--- src/rtl/fides_sr_colfeed_pkg.sv ---
// Shared definitions for the Fides-192 threshold ShiftRows / column feed stage:
// cell geometry, share count, ShiftRows row offsets and the feed FSM encoding.
package fides_sr_colfeed_pkg;

  localparam int CELL_W   = 6;
  localparam int N_SHARES = 3;
  localparam int N_ROWS   = 4;
  localparam int N_COLS   = 4;

  // Row r of the state rotates left by SR_OFFSET[r] cells.
  localparam int SR_OFFSET [N_ROWS] = '{0, 1, 2, 3};

  typedef enum logic {
    IDLE = 1'b0,
    EMIT = 1'b1
  } state_t;

  // Linear cell index of (row, column) inside one share, column-major.
  function automatic int idx(input int r, input int c);
    return 4 * c + r;
  endfunction

endpackage

--- src/rtl/fides_shiftrows_share.sv ---
// ShiftRows on a single 16-cell share: pure wiring, out(r,c) = in(r,(c+r) mod 4).
module fides_shiftrows_share
  import fides_sr_colfeed_pkg::*;
#(
  parameter int W = CELL_W
) (
  input  logic [16*W-1:0] cells_in,
  output logic [16*W-1:0] cells_out
);

  for (genvar r = 0; r < N_ROWS; r++) begin : g_row
    for (genvar c = 0; c < N_COLS; c++) begin : g_col
      assign cells_out[idx(r, c)*W +: W] =
        cells_in[idx(r, (c + SR_OFFSET[r]) % N_COLS)*W +: W];
    end
  end

endmodule

--- src/rtl/fides_sr_colfeed.sv ---
// Captures one shared 96-bit Fides state ShiftRows-permuted and feeds it to the
// per-share MixColumns one column per cycle, all shares side by side.
module fides_sr_colfeed
  import fides_sr_colfeed_pkg::*;
#(
  parameter int W      = CELL_W,
  parameter int SHARES = N_SHARES
) (
  input  logic                  clk,
  input  logic                  rst_n,
  input  logic                  in_valid,
  output logic                  in_ready,
  input  logic [SHARES*16*W-1:0] in_state,
  output logic                  col_valid,
  input  logic                  col_ready,
  output logic [SHARES*4*W-1:0] col_data,
  output logic [1:0]            col_idx,
  output logic                  col_last
);

  localparam int SW = 16 * W;
  localparam int CW = 4 * W;

  // Handshakes: a transfer happens on a rising edge where valid && ready are
  // both high; valid never waits on ready, and ready/valid here come only from
  // the FSM state, never from the opposite side's signal.
  state_t                 state;
  logic [1:0]             col_idx_q;
  logic [SHARES*SW-1:0]   buf_q;
  logic [SHARES*SW-1:0]   sr_state;
  logic                   in_fire;
  logic                   col_fire;

  for (genvar s = 0; s < SHARES; s++) begin : g_share
    fides_shiftrows_share #(.W(W)) u_sr (
      .cells_in  (in_state[s*SW +: SW]),
      .cells_out (sr_state[s*SW +: SW])
    );
  end

  assign in_ready  = (state == IDLE);
  assign col_valid = (state == EMIT);
  assign in_fire   = in_valid && in_ready;
  assign col_fire  = col_valid && col_ready;

  always_ff @(posedge clk or negedge rst_n) begin
    if (!rst_n) begin
      state     <= IDLE;
      col_idx_q <= 2'd0;
      buf_q     <= '0;
    end else begin
      unique case (state)
        IDLE: begin
          if (in_fire) begin
            buf_q     <= sr_state;
            col_idx_q <= 2'd0;
            state     <= EMIT;
          end
        end
        EMIT: begin
          if (col_fire) begin
            col_idx_q <= col_idx_q + 2'd1;
            if (col_idx_q == 2'd3) state <= IDLE;
          end
        end
      endcase
    end
  end

  // Only the column mux sits between the buffer registers and the outputs.
  always_comb begin
    col_data = '0;
    for (int s = 0; s < SHARES; s++) begin
      col_data[s*CW +: CW] = buf_q[s*SW + int'(col_idx_q)*CW +: CW];
    end
  end

  assign col_idx  = col_idx_q;
  assign col_last = col_valid && (col_idx_q == 2'd3);

endmodule

--- config.mk ---
export PLATFORM = sky130hd
export DESIGN_NAME = fides_sr_colfeed
export DESIGN_NICKNAME = d
export VERILOG_FILES = /design/src/rtl/fides_sr_colfeed_pkg.sv /design/src/rtl/fides_shiftrows_share.sv /design/src/rtl/fides_sr_colfeed.sv
export SDC_FILE = /design/constraint.sdc
export NUM_CORES = 1
export LEC_CHECK = 0
export CORE_UTILIZATION = 50
export CTS_CLUSTER_SIZE = 30
export DETAILED_ROUTE_END_ITERATION = 10
export PLACE_DENSITY = 0.83
export SETUP_SLACK_MARGIN = 0.4
export SLEW_MARGIN = 25
export SYNTH_ARGS = -nofsm -noshare
export SYNTH_HDL_FRONTEND = slang
export SYNTH_SLANG_ARGS = --single-unit
export TNS_END_PERCENT = 10
--- constraint.sdc ---
create_clock -name clk -period 5.2 [get_ports clk]
set_input_delay 1.56 -clock clk [delete_from_list [all_inputs] [get_ports clk]]
set_output_delay 1.56 -clock clk [all_outputs]
set_load 0.03 [all_outputs]
==> results_dict.tcl, run 1 <==
set metrics [dict create \
    outcome "finished, final reports clean" \
    dr.pass1.iters 5 \
    hp-class "register to register" \
    ctsHoldBuffers 0 \
    cts.clk_slew.worst_paths_ns 0.06 \
    htree_levels 1 \
    start_util 0.5113 \
    setup_tns_ns 0 \
    grt_pass1_vias 10830 \
    nets 1568 \
    drive_gt1_frac 0.3969 \
    place_congestion 0.9116 \
    vias 10160 \
    design.core.area_sq_um 28940 \
    p_sw_mw 6.075 \
    ys_seq_elements 291 \
    dpl-instance-area_sq_um 18850 \
    end_kind "output pin" \
    wirelength_mm 42.58 \
    setup.worst_path.start_class "register" \
    netlist_area_sq_um 14790 \
    netlist_instances 926 \
    antenna_left 0 \
    clock_skew_ns 0.02367 \
    pwr-share-seq 0.292 \
    setup_viol 0 \
    io_buffers 368 \
    final_cell_area_sq_um 19990 \
    fp-row-count 62 \
    mostFrequentLayoutCells "355 x clkdlybuf4s50_1, 296 x mux2_2, 289 x dfrtp_1" \
    report.final.slew_viol_count 0 \
    fin_ws_ns 0.4757 \
    syn_nets 1220 \
    insertion_delay_ns 0.57 \
    grt_usage 0.2849 \
    cts_tree "built" \
    intPower_mw 9.492 \
    dp_slack_ns 0.7554 \
    slew_headroom 0.3798 \
    rsz0062_at_grt "yes" \
    drt-initial-drc-count 805 \
    hold_viol_final 0 \
    cts_buffer_depth 3 \
    grt.overflow.total 0 \
    fmax_ghz 0.2117 \
    finalPower_mw 15.57 \
    period_share 0.9085 \
    yosysUniqueCellTypes 27 \
    power.share.clock 0.143 \
    dieArea_sq_um 30280 \
    cap_violations 0 \
    grt_max_degree 128 \
    final_common_cell "clkdlybuf4s50_1" \
    pwr-share-comb 0.565 \
    ys_warn_count 0 \
    die_h_um 174.0 \
    fin_crit_ns 4.724 \
    die_w_um 174.0 \
    avgSynthCellArea_sq_um 15.98 \
    syn_to_final_growth_pct 35.10 \
    synth_top_area_share 0.4922 \
    hpwl_mm 30.75 \
    worst_pin_slew_ns 0.9304 \
    root_buffer "clkbuf_16" \
    whs_ns 0.5010 \
    vdd_drop_max_uv 456.5 \
    wl_per_cell_um 25.33 \
    required_ns 3.64 \
    clock_sinks 291 \
    ys_seq_area_frac 0.4922 \
    via_per_inst 6.045 \
    antenna_found_initial 4 \
    nFillCells 1994 \
    synthTopCellsByArea "dfrtp_1 49%, mux2_2 23%, mux4_2 19%" \
    grt_first_pass_wirelength_mm 64.96 \
    route.detailed.drc 0 \
    numCtsBuffers 31 \
    path_class "register to output pin" \
    cp.arrival_ns 3.16 \
    crit_path_max_fanout 11 \
    leakage_nw 7.991 \
    yosys.area.top_type "dfrtp_1" \
    io_pins 369 \
    powerDensity_nw_per_um2 778.9 \
    p_sw_frac 0.3902 \
]
-- state kept, by name (all words and copies together) (netlist names) --
signal / count
col_valid: 1
col_idx: 2
buf_q: 288
-- layer usage --
layer  track usage  share of wire
met1        0.3442           0.36
met2        0.4833           0.50
met3       0.09055           0.10
met4       0.09466          0.035
met5             0        0.00063
-- final timing paths --
check | from | end | slack, ns | depth (start not counted)
setup / recovery | col_idx[0] | col_data[26] | 0.48 | 8
hold / removal | buf_q[17] | buf_q[17] | 0.50 | 1
setup reg to reg | col_valid | buf_q[107] | 3.17 | 3
hold reg to reg | buf_q[17] | buf_q[17] | 0.50 | 1
max in group asynchronous | rst_n | buf_q[260] | 3.17 | 3
min in group asynchronous | rst_n | buf_q[159] | 0.89 | 1
-- area by class of cell --
type,instances,area (sq um),area share
diodes,2,5.005,0.0002504
well taps,384,480.5,0.02404
clock inverters,8,118.9,0.005947
multi-input cells,556,7114,0.3560
repair buffers,392,4069,0.2036
flip-flops and latches,291,7289,0.3647
inverters,2,7.507,0.0003756
clock buffers,46,902.1,0.04514
-- critical path: stages (launching register included) --
cell	delay, ns
dfrtp_4	0.51
ha_1	0.27
nor2_2	0.11
buf_4	0.20
and2_2	0.33
buf_4	0.25
a22oi_1	0.10
nand2_1	0.12
clkdlybuf4s50_1	0.68
-- cell families after synthesis --
logic type | after synthesis | share of synthesized area
AND/OR/NAND/NOR | 54 | 0.01556
multiplexers | 444 | 0.4337
buffers and inverters | 79 | 0.02850
flip-flops | 291 | 0.4922
AO/OA/AOI/OAI | 56 | 0.02833
adder cells (fa/ha/maj) | 2 | 0.001691
-- stage by stage --
step	util	std cells
after floorplan	-	926
after global placement	0.6515	1620
after detailed placement	0.6515	1620
after CTS	0.6884	1676
after global routing	0.6907	1680
final	0.6907	1681
-- repair_timing --
action | in CTS | in global routing
setup buffers | 2 | 2
pin swaps | 1 | 1
endpoints found under the setup margin | 24 | 22
resized for setup | 3 | 4
-- synth_stat cells --
library cell and n:
a32oi_1 4, buf_1 3, o21bai_1 1, o2111ai_1 4, buf_6 4, o22ai_1 4, dfrtp_1 291, nand3_1 8
clkbuf_1 14, ha_1 2, or2_1 1, mux4_2 128, mux2_2 296, nor2b_1 1, a31oi_1 1, a22oi_1 36
inv_1 2, and2_1 3, nand2b_1 1, o21ai_0 2, mux2i_1 20, nor2_2 1, buf_2 46, nand2_1 32
buf_4 10, o31ai_1 4, nor2_1 7
-- power by group through the flow --
stage / clock, mW / combinational [mW] / sequential, mW
global route: 2.37 / 9.25 / 4.69
CTS: 2.27 / 8.76 / 4.55
finish: 2.23 / 8.79 / 4.55
global placement: 0 / 8.49 / 4.51
floorplan: 0 / 6.07 / 3.98
detailed placement: 0 / 8.64 / 4.57
No activity file was read; power rests on OpenSTA's default activity.
==> run 2: changes to the inputs <==
GPL_ROUTABILITY_DRIVEN = 0   (was default)
RECOVER_POWER = 100   (was default)
==> run 2 against run 1 <==
Effect of this change:
- the run now ends with capacitance limit, slew limit left
- non-clock buffer count unchanged
- register-to-register slack got worse by 1.5 ns
- fmax shrank 4.4%
- wire length is essentially flat
- sequential power hardly changed
- via count fell by 0.86%
- design area decreased by 0.93%
- largest cell class unchanged
==> results_dict.tcl, run 2 (same netlist as run 1, synthesis figures left out) <==
set metrics [dict create \
    required_ns 3.64 \
    r2r.worst_path.cells 3 \
    mostFrequentLayoutCells "301 x clkdlybuf4s50_1, 295 x mux2_2, 289 x dfrtp_1" \
    dr.pass1.iters 6 \
    cap_violations 5 \
    grt_max_degree 128 \
    critPathBufInv 3 \
    fmax_ghz 0.2024 \
    crit_family "buffers and inverters" \
    vdd_drop_max_uv 448.3 \
    cp_cell_sequence "inv_1, ha_1, and2_2, buf_4, a22oi_1, nand2_1, dlygate4sd3_1" \
    largest_reg_flops 288 \
    dp_slack_ns 0.7554 \
    setup_tns_ns 0 \
    io_buffers 368 \
    r2r-end "buf_q[190]" \
    wirelength_mm 42.61 \
    grt_pass1_vias 10830 \
    cts_buffer_depth 3 \
    powerDensity_nw_per_um2 763.9 \
    whs_path_depth 1 \
    fin_ws_ns 0.2592 \
    wl_per_cell_um 25.35 \
    via_per_inst 5.993 \
    r2r_setup_slack_ns 1.63 \
    design.core.area_sq_um 28940 \
    route.detailed.drc 0 \
    worstHoldEndpoint "buf_q[17]" \
    die_h_um 174.0 \
    start_util 0.5113 \
    leakage_nw 7.952 \
    hp-start "buf_q[17]" \
    end_kind "output pin" \
    numCtsBuffers 31 \
    cp.arrival_ns 3.38 \
    die_w_um 174.0 \
    outcome "finished, violations left" \
    grt.overflow.total 0 \
    rsz0062_at_grt "yes" \
    critPathSlowestCell "dlygate4sd3_1" \
    grt_first_pass_wirelength_mm 64.96 \
    root_buffer "clkbuf_16" \
    violations "capacitance limit, slew limit" \
    cts_tree "built" \
    setup.worst_path.start_class "register" \
    nFillCells 2011 \
    drive_gt1_frac 0.3861 \
    fp-row-count 62 \
    top_register "buf_q" \
    htree_levels 1 \
    rr_startpoint "col_valid" \
    antenna_left 0 \
    vias 10080 \
    report.final.slew_viol_count 365 \
    hold_viol_final 0 \
    period_share 0.9502 \
    drt-initial-drc-count 828 \
    syn_to_final_growth_pct 33.84 \
    io_pins 369 \
    grt_usage 0.2849 \
    nets 1568 \
    clock_sinks 291 \
    cts.clk_slew.worst_paths_ns 0.06 \
    hpwl_mm 30.75 \
    antenna_found_initial 4 \
    crit_path_max_fanout 12 \
    dieArea_sq_um 30280 \
    final_common_cell "clkdlybuf4s50_1" \
    dpl-instance-area_sq_um 18850 \
    worst_pin_slew_ns 3.074 \
    slew_headroom -1.049 \
    insertion_delay_ns 0.57 \
    setup_viol 0 \
    hp-class "register to register" \
    final_cell_area_sq_um 19800 \
    critPathMaxStageDelay_ns 0.75 \
    clock_skew_ns 0.02227 \
    final_core_util 0.6843 \
    fin_crit_ns 4.941 \
    ctsHoldBuffers 0 \
    path_class "register to output pin" \
]
## run 2: per-layer routing
layer	GRT usage	share of wire	routed length (um)
met3	0.09055	0.10	4362
met5	0	0.00063	27
met1	0.3442	0.36	15300
met2	0.4833	0.50	21450
met4	0.09466	0.035	1472
## run 2: report_power, final
group          total, mW  internal, mW  switching, mW
clock               2.23          1.33          0.894
sequential          4.54          3.42           1.13
combinational       8.35          4.36           3.99
## run 2: worst register-to-register path: cells and delay by family, from the launching register on
family | cells | cell delay (ns)
AND/OR/NAND/NOR | 1 | 0.21
flip-flops | 1 | 0.46
buffers and inverters | 1 | 2.06
multiplexers | 1 | 0.71
## run 2: area by class of cell
class	instances	area, sq um	share of cell area
repair buffers	392	3902	0.1971
clock inverters	8	118.9	0.006003
inverters	2	7.507	0.0003791
well taps	384	480.5	0.02427
clock buffers	46	902.1	0.04556
multi-input cells	556	7094	0.3583
flip-flops and latches	291	7289	0.3682
diodes	2	5.005	0.0002528
## run 2: how the worst max path moves through the flow
stage,startpoint,end,slack [ns],cells after the start
2_1_floorplan,col_idx[0],col_data[39],0.49,12
6_report,col_idx[0],col_data[26],0.26,7
4_1_cts,col_idx[0],col_data[63],0.39,4
3_3_place_gp,col_idx[0],col_data[39],0.80,8
5_1_grt,col_idx[1],col_data[21],0.20,3
3_5_place_dp,col_idx[0],col_data[39],0.76,8
## run 2: metrics by stage
stage	power (mW)	hold slack [ns]	std cells
after floorplan	10.05	0.4752	926
after global placement	13.00	0.4841	1620
after detailed placement	13.21	0.4904	1620
after CTS	15.58	0.5042	1676
after global routing	15.86	0.5164	1680
final	15.13	0.5012	1681
## run 2: timing repair
action | 4_1_cts | 5_1_grt
pin swaps | 1 | 1
setup buffers | 2 | 2
gates resized for setup | 3 | 4
setup endpoints to repair | 24 | 22
==> run 3: changes to the inputs <==
--- a/config.mk
+++ b/config.mk
@@ -8,2 +8,3 @@
 export CORE_UTILIZATION = 50
+export CTS_CLUSTER_DIAMETER = 60
 export CTS_CLUSTER_SIZE = 30
==> constraint.sdc (replaced) <==
create_clock -name clk -period 5.2 [get_ports clk]
set_input_delay 0.78 -clock clk [delete_from_list [all_inputs] [get_ports clk]]
set_output_delay 0.78 -clock clk [all_outputs]
set_load 0.03 [all_outputs]
==> run 3 against run 2 <==
Effect of this change:
- the run still ends with capacitance limit, slew limit left
- sequential cell count is the same
- clock skew grew 0.0033 ns
- critical path depth shrank 1
- critical endpoint is now col_data[45]
==> results_dict.tcl, run 3 (same netlist as run 1, synthesis figures left out) <==
set metrics [dict create \
    outcome "finished, violations left" \
    violations "capacitance limit, slew limit" \
    numCtsBuffers 29 \
    report.final.slew_viol_count 377 \
    fmax_ghz 0.2104 \
    cp_cell_sequence "ha_4, buf_12, mux4_2, a22oi_1, nand2_1, dlygate4sd3_1" \
    cts_buffer_depth 3 \
    mostFrequentLayoutCells "296 x mux2_2, 294 x clkdlybuf4s50_1, 289 x dfrtp_1" \
    path_class "register to output pin" \
    required_ns 4.42 \
    rsz0062_at_grt "yes" \
    cap_violations 5 \
    dr.pass1.iters 5 \
    clock_skew_ns 0.02553 \
    io_buffers 368 \
    end_kind "output pin" \
    fin_crit_ns 4.752 \
    grt_max_degree 112 \
    multi_input_area_sq_um 7108 \
    drive_gt1_frac 0.3890 \
    crit_path_max_fanout 66 \
    antenna_found_initial 10 \
    hold_viol_final 0 \
    wl_per_cell_um 24.90 \
    insertion_delay_ns 0.56 \
    grt_first_pass_wirelength_mm 64.82 \
    final_common_cell "mux2_2" \
    nFillCells 2013 \
    crit_family "adder cells" \
    drt-initial-drc-count 845 \
    slew_headroom -1.219 \
    vias 10060 \
    top_register "buf_q" \
    nets 1559 \
    vdd_drop_max_uv 538.1 \
    setup_tns_ns 0 \
    setup_viol 0 \
    powerDensity_nw_per_um2 757.6 \
    seq_area_sq_um 7289 \
    dieArea_sq_um 30280 \
    design.core.area_sq_um 28940 \
    root_buffer "clkbuf_16" \
    htree_levels 1 \
    fp-row-count 62 \
    io_pins 369 \
    clock_sinks 291 \
    cts_tree "built" \
    wirelength_mm 41.80 \
    worst_pin_slew_ns 3.328 \
    largest_reg_flops 288 \
    antenna_left 0 \
    whs_ns 0.5064 \
    hp-class "register to register" \
    grt_usage 0.2823 \
    hpwl_mm 30.61 \
    critPathSlowestCell "ha_4" \
    route.detailed.drc 0 \
    die_w_um 174.0 \
    leakage_nw 7.915 \
    syn_to_final_growth_pct 33.71 \
    start_util 0.5113 \
    grt.overflow.total 0 \
    cp.arrival_ns 3.97 \
    cts.clk_slew.worst_paths_ns 0.08 \
    grt_pass1_vias 10930 \
    critPathBufInv 2 \
    die_h_um 174.0 \
    via_per_inst 5.993 \
    period_share 0.9138 \
    setup.worst_path.start_class "register" \
    critPathMaxStageDelay_ns 0.99 \
    cts_setup_buffers 0 \
]
-- run 3: changes by cell type in the layout (fill, tap and decap cells not counted), sizes merged, moves of 5 or more --
cell	previous run	this run
clkbuf	60	38
dlygate4sd3	54	73
buf	21	9
inv	3	14
clkdlybuf4s50	301	294
diode	2	7
-- run 3: final cells by class --
type                       count  share of cell area
inverter                       2           0.0003795
sequential                   291              0.3685
tap                          384             0.02429
multi-input combinational    556              0.3593
clock inverter                25             0.01619
timing repair buffer         385              0.1937
clock buffer                  29             0.03669
antenna                        7           0.0008855
-- run 3: per-layer routing --
layer | GRT usage | routed length, um | up-vias | share of wire
li1 | - | - | 4320 | -
met5 | 0 | 27 | - | 0.00065
met1 | 0.3447 | 15330 | 5185 | 0.37
met4 | 0.09028 | 1390 | 4 | 0.033
met2 | 0.4780 | 21000 | 476 | 0.50
met3 | 0.08815 | 4055 | 78 | 0.097
-- run 3: final timing paths --
kind                             from      endpoint  slack, ns  depth (start not counted)
setup / recovery           col_idx[1]  col_data[45]       0.45                          6
hold / removal              buf_q[54]     buf_q[54]       0.51                          1
setup reg to reg            col_valid    buf_q[134]       1.17                          3
hold reg to reg             buf_q[54]     buf_q[54]       0.51                          1
max in group asynchronous       rst_n     buf_q[26]       1.76                          2
min in group asynchronous       rst_n    buf_q[147]       1.12                          1
-- run 3: report_power, final --
part	internal [mW]	switching, mW	leakage, nW	total (mW)
Clock	1.16	1.09	0.496	2.25
Sequential	3.41	1.11	3.49	4.52
Combinational	4.29	3.92	3.93	8.21
-- run 3: stage by stage --
stage,setup slack [ns],util,power [mW],cells,cell area [sq um]
2_1_floorplan,1.268,-,10.05,926,14790
3_3_place_gp,0.9688,0.6485,12.80,1616,18760
3_5_place_dp,0.9086,0.6494,13.01,1617,18790
6_report,0.4481,0.6836,14.99,1679,19780
5_1_grt,0.2638,0.6834,15.73,1676,19770
4_1_cts,0.5022,0.6856,15.30,1671,19840
-- run 3: timing repair --
item / 4_1_cts / 5_1_grt
gates cloned: 0 / 0
hold buffers: 0 / 0
setup endpoints to repair: 14 / 20
gates resized for setup: 1 / 3
